--- src/rtl/fifo_read_ctrl.sv ---
// Read-side controller of the async FIFO: read pointer, 2-FF Gray write-pointer synchroniser,
// registered EMPTY/RD_LEVEL. Optional ALMOST_EMPTY flag built only with FIFO_ALMOST_EMPTY_EN.
module fifo_read_ctrl #(
  parameter int ADDR_WIDTH = 3,
  parameter int FIFO_DEPTH = 8,
  parameter int AE_THRESH  = 2
) (
  input  logic                  R_CLK,
  input  logic                  R_RST,
  input  logic                  RD_INC,
  input  logic [ADDR_WIDTH:0]   WR_PTR_GRAY,
  output logic [ADDR_WIDTH-1:0] R_addr,
  output logic [ADDR_WIDTH:0]   RD_PTR_GRAY,
  output logic                  EMPTY,
  output logic                  RD_ACCEPT,
  output logic [ADDR_WIDTH:0]   RD_LEVEL,
  output logic                  ALMOST_EMPTY
);

  localparam int unsigned PW = ADDR_WIDTH + 1;

  if (FIFO_DEPTH != (1 << ADDR_WIDTH) || AE_THRESH < 0 || AE_THRESH > FIFO_DEPTH) begin : g_bad_cfg
    $error("fifo_read_ctrl: FIFO_DEPTH must equal 2**ADDR_WIDTH and AE_THRESH lie in 0..FIFO_DEPTH");
  end

  logic [ADDR_WIDTH:0] rd_bin;
  logic [ADDR_WIDTH:0] rd_bin_next;
  logic [ADDR_WIDTH:0] gray_next;
  logic [ADDR_WIDTH:0] wq1;
  logic [ADDR_WIDTH:0] wq2;
  logic [ADDR_WIDTH:0] wq2_bin;
  logic [ADDR_WIDTH:0] level_next;
  logic                pop;

  always_comb begin
    pop         = RD_INC & ~EMPTY;
    rd_bin_next = rd_bin + {{ADDR_WIDTH{1'b0}}, pop};
    gray_next   = rd_bin_next ^ (rd_bin_next >> 1);
    // Gray-to-binary: each binary bit is the XOR of all Gray bits at or above it.
    wq2_bin = '0;
    for (int unsigned i = 0; i < PW; i++) begin
      wq2_bin[i] = ^(wq2 >> i);
    end
    level_next = wq2_bin - rd_bin_next;
  end

  assign R_addr = rd_bin[ADDR_WIDTH-1:0];

  always_ff @(posedge R_CLK or negedge R_RST) begin
    if (!R_RST) begin
      rd_bin      <= '0;
      RD_PTR_GRAY <= '0;
      wq1         <= '0;
      wq2         <= '0;
      EMPTY       <= 1'b1;
      RD_ACCEPT   <= 1'b0;
      RD_LEVEL    <= '0;
    end else begin
      rd_bin      <= rd_bin_next;
      RD_PTR_GRAY <= gray_next;
      wq1         <= WR_PTR_GRAY;
      wq2         <= wq1;
      // Compared against the already-synchronised wq2, so a write racing the last pop
      // can only delay non-empty, never fake it.
      EMPTY       <= (gray_next == wq2);
      RD_ACCEPT   <= pop;
      RD_LEVEL    <= level_next;
    end
  end

`ifdef FIFO_ALMOST_EMPTY_EN
  localparam logic [ADDR_WIDTH:0] AE_LVL = AE_THRESH[ADDR_WIDTH:0];

  always_ff @(posedge R_CLK or negedge R_RST) begin
    if (!R_RST) begin
      ALMOST_EMPTY <= 1'b1;
    end else begin
      ALMOST_EMPTY <= (level_next <= AE_LVL);
    end
  end
`else
  assign ALMOST_EMPTY = 1'b0;
`endif

endmodule

--- config.mk ---
export PLATFORM = sky130hd
export DESIGN_NAME = fifo_read_ctrl
export DESIGN_NICKNAME = d
export VERILOG_FILES = /design/src/rtl/fifo_read_ctrl.sv
export SDC_FILE = /design/constraint.sdc
export NUM_CORES = 1
export LEC_CHECK = 0
export CAP_MARGIN = 25
export CORE_AREA = 4 4 47 53
export DETAILED_ROUTE_END_ITERATION = 8
export DIE_AREA = 0 0 51 57
export GPL_TIMING_DRIVEN = 0
export HOLD_SLACK_MARGIN = 0.15
export PLACE_DENSITY = 0.8
export SLEW_MARGIN = 0
export SYNTH_ARGS = -nofsm -noshare
export SYNTH_HDL_FRONTEND = slang
export SYNTH_SLANG_ARGS = --single-unit
--- constraint.sdc ---
create_clock -name R_CLK -period 2.4 [get_ports R_CLK]
set_input_delay 0.36 -clock R_CLK [delete_from_list [all_inputs] [get_ports R_CLK]]
set_output_delay 0.36 -clock R_CLK [all_outputs]
set_load 0.03 [all_outputs]
==> impl_metrics.env, run 1 <==
export IMPL_cts_sinks=21
export IMPL_clockPowerShare_pct=9.5
export IMPL_finalCritPeriodShare_pct=94.6
export IMPL_utilization_pct=56.9
export IMPL_setup_worst_path_end_class="register"
export IMPL_routed_wl_um=1230
export IMPL_drcViolationCount=0
export IMPL_vias=520
export IMPL_yosysMostFrequentCell="dfrtp_1"
export IMPL_dieWidth_um=51
export IMPL_io_pins=21
export IMPL_hold_viol_final=0
export IMPL_cts_resized=0
export IMPL_drive_above_1_share_pct=13.5
export IMPL_ys_types=23
export IMPL_status="complete, no violations"
export IMPL_maxCapViolCount=0
export IMPL_die_area_mm2=0.00291
export IMPL_area_growth_pct=29.4
export IMPL_combPwrFrac_pct=59.4
export IMPL_r2r_end="RD_LEVEL[2]"
export IMPL_grt_max_degree=22
export IMPL_syn_cell_area_um2=870
export IMPL_ys_top_cells_by_area="dfrtp_1 58%, xnor2_1 9.1%, ha_1 5.8%"
export IMPL_hold_path_class="register to register"
export IMPL_grt_util_all_layers_pct=9.80
export IMPL_min_to="wq2[0]"
export IMPL_grt_overflow=0
export IMPL_synthArstFlopShare_pct=100
export IMPL_dpl_hpwl_um=956
export IMPL_hp_start="wq1[0]"
export IMPL_tns_ns=0
export IMPL_path_clk_slew_ns=0.12
export IMPL_fin_cells=117
export IMPL_ys_top_cells_by_count="20 x dfrtp_1, 9 x xnor2_1, 5 x nand2_1, 5 x xor2_1, 4 x ha_1"
export IMPL_design_core_area_mm2=0.00198
export IMPL_grt_pass1_vias=498
export IMPL_die_h_um=57
export IMPL_crit_fanout=9
export IMPL_antenna_found_initial=0
export IMPL_first_pass_iters=2
export IMPL_synth_edf_count=0
export IMPL_cts_buffer_depth=2
export IMPL_tightest_slew_ns=0.865
export IMPL_drtIter0Drc=5
export IMPL_required_ns=2.59
export IMPL_setup_viol=0
export IMPL_slew_headroom_pct=42.2
export IMPL_wl_per_cell_um=10.5
export IMPL_syn_avg_cell_area_um2=13.2
export IMPL_portBuffers=19
export IMPL_drtAntennaViolNets=0
export IMPL_arrival_ns=2.46
export IMPL_netSwitchingFraction_pct=41.7
export IMPL_finalPower_mw=1.77
export IMPL_r2r_start="EMPTY"
export IMPL_p_leak_nw=0.496
export IMPL_reg2reg_depth=9
export IMPL_syn_inst=66
export IMPL_num_antenna_cells=0
export IMPL_place_congestion=0.754
export IMPL_synth_top_area_share_pct=57.6
export IMPL_seqPwrFrac_pct=31.2
export IMPL_switchingPower_mw=0.739
export IMPL_via_per_inst=4.44
export IMPL_period_needed_ns=2.27
export IMPL_yosysWarnings=0
export IMPL_ir_drop_uv=903
export IMPL_hold_buffers=0
export IMPL_crit_type="input port to register"
export IMPL_htreeDepth=1
export IMPL_yosysSeqAreaShare_pct=60.6
export IMPL_rows=17
export IMPL_max_freq_ghz=0.440
export IMPL_finClkSkew_ns=0.00693
export IMPL_r2r_setup_slack_ns=0.20
export IMPL_critPathLaunchType="input port"
export IMPL_drv_slew=0
export IMPL_synth_flop_cell="dfrtp_1"
export IMPL_grt_pass1_wl_um=2090
export IMPL_rsz0062_at_grt="false"
export IMPL_syn_num_nets=77
export IMPL_fin_hold_ws_ns=0.356
export IMPL_internal_power_mw=1.03
export IMPL_whs_path_depth=0
export IMPL_fin_nets=101
export IMPL_ys_ff_latch=21
export IMPL_initial_core_util_pct=44.0
export IMPL_synth_largest_area_cell="dfrtp_1"
export IMPL_clk_latency_ns=0.30
export IMPL_cts_tree="yes"
export IMPL_cts_root_buf="clkbuf_4"
export IMPL_power_density_mw_per_mm2=1580
export IMPL_cts_setup_buffers=0
export IMPL_placed_cells=113
export IMPL_cts_made_buffers=3
## cells by family after synthesis
group | count (synthesis) | share of synthesized area [%]
muxes | 1 | 1.15
buffers and inverters | 5 | 2.73
xor gates and xnor gates | 15 | 16.0
and+or+nand+nor | 13 | 7.19
adders and majority gates | 5 | 7.05
AOI/OAI and AO/OA | 5 | 4.89
other | 1 | 0.431
DFF | 21 | 60.6
## power by group through the flow
stage | Clock [mW] | Sequential (mW) | Combinational (mW)
2_1_floorplan | 0 | 0.778 | 0.519
3_3_place_gp | 0 | 0.558 | 1.04
3_5_place_dp | 0 | 0.563 | 1.06
4_1_cts | 0.180 | 0.555 | 1.07
5_1_grt | 0.192 | 0.571 | 1.15
6_report | 0.168 | 0.552 | 1.05
## worst max path at each step
| stage | start | endpoint | slack, ns | cells past startpoint |
|---|---|---|---|---|
| final | RD_INC | RD_LEVEL[2] | 0.13 | 10 |
| after floorplan | EMPTY | RD_LEVEL[2] | 0.23 | 9 |
| after detailed placement | RD_INC | RD_LEVEL[2] | -0.18 | 10 |
| after CTS | RD_INC | RD_LEVEL[2] | 0.14 | 10 |
| after global routing | RD_INC | RD_LEVEL[2] | 0.005 | 10 |
| after global placement | RD_INC | RD_LEVEL[2] | -0.13 | 10 |
## worst max-delay path, cell delays in order
cell and delay (ns):
clkdlybuf4s50_1 0.45, nor2b_1 0.20, ha_1 0.22, ha_1 0.25, buf_2 0.18, xor2_1 0.17
ha_1 0.21, a211oi_1 0.18, a21oi_1 0.08, xnor2_1 0.14
## sequential cells by signal, summed over array words and instances, names as in the netlist
register	count
wq1	4
rd_bin	3
EMPTY	1
RD_PTR_GRAY	4
RD_ACCEPT	1
wq2	4
RD_LEVEL	4
## per-layer routing
metal / track usage, % / vias up / wire (µm)
li1: - / 258 / -
met1: 11.3 / 238 / 508
met2: 16.0 / 19 / 603
met3: 2.87 / 5 / 90
met4: 5.77 / 0 / 31
met5: 0 / - / 0
## layout by cell type, fill, tap and decap left out, types with 2 or more instances in the layout
cell and instances:
xnor2_1 9, clkdlybuf4s50_1 19, nor2_1 2, or2_2 2
nor2b_1 2, inv_1 3, dfrtp_1 20, clkbuf_4 3
ha_1 4, xor2_1 5, nand2_1 5
## final cells by class
cell class	instances	area, µm²
fillers	165	853
flip-flops and latches	21	527
multi-input cells	40	319
repair buffers	19	190
well taps	28	35.0
clock buffers	3	22.5
plain buffers	2	12.5
inverters	3	11.3
clock inverters	1	7.51
## metrics by stage
step | area (µm²) | setup slack [ns]
2_1_floorplan | 870 | 0.232
3_3_place_gp | 1090 | -0.129
3_5_place_dp | 1090 | -0.181
4_1_cts | 1120 | 0.136
5_1_grt | 1120 | 0.00520
6_report | 1120 | 0.129
No activity file was read; power rests on OpenSTA's default activity.
==> inputs of run 2 (changes only) <==
--- a/config.mk
+++ b/config.mk
@@ -7,6 +7,7 @@
 export LEC_CHECK = 0
 export CAP_MARGIN = 25
 export CORE_AREA = 4 4 47 53
+export CTS_CLUSTER_DIAMETER = 30
 export DETAILED_ROUTE_END_ITERATION = 8
 export DIE_AREA = 0 0 51 57
 export GPL_TIMING_DRIVEN = 0
==> results of run 2 <==
No change in the layout: final DEF, timing and power equal those of run 1.
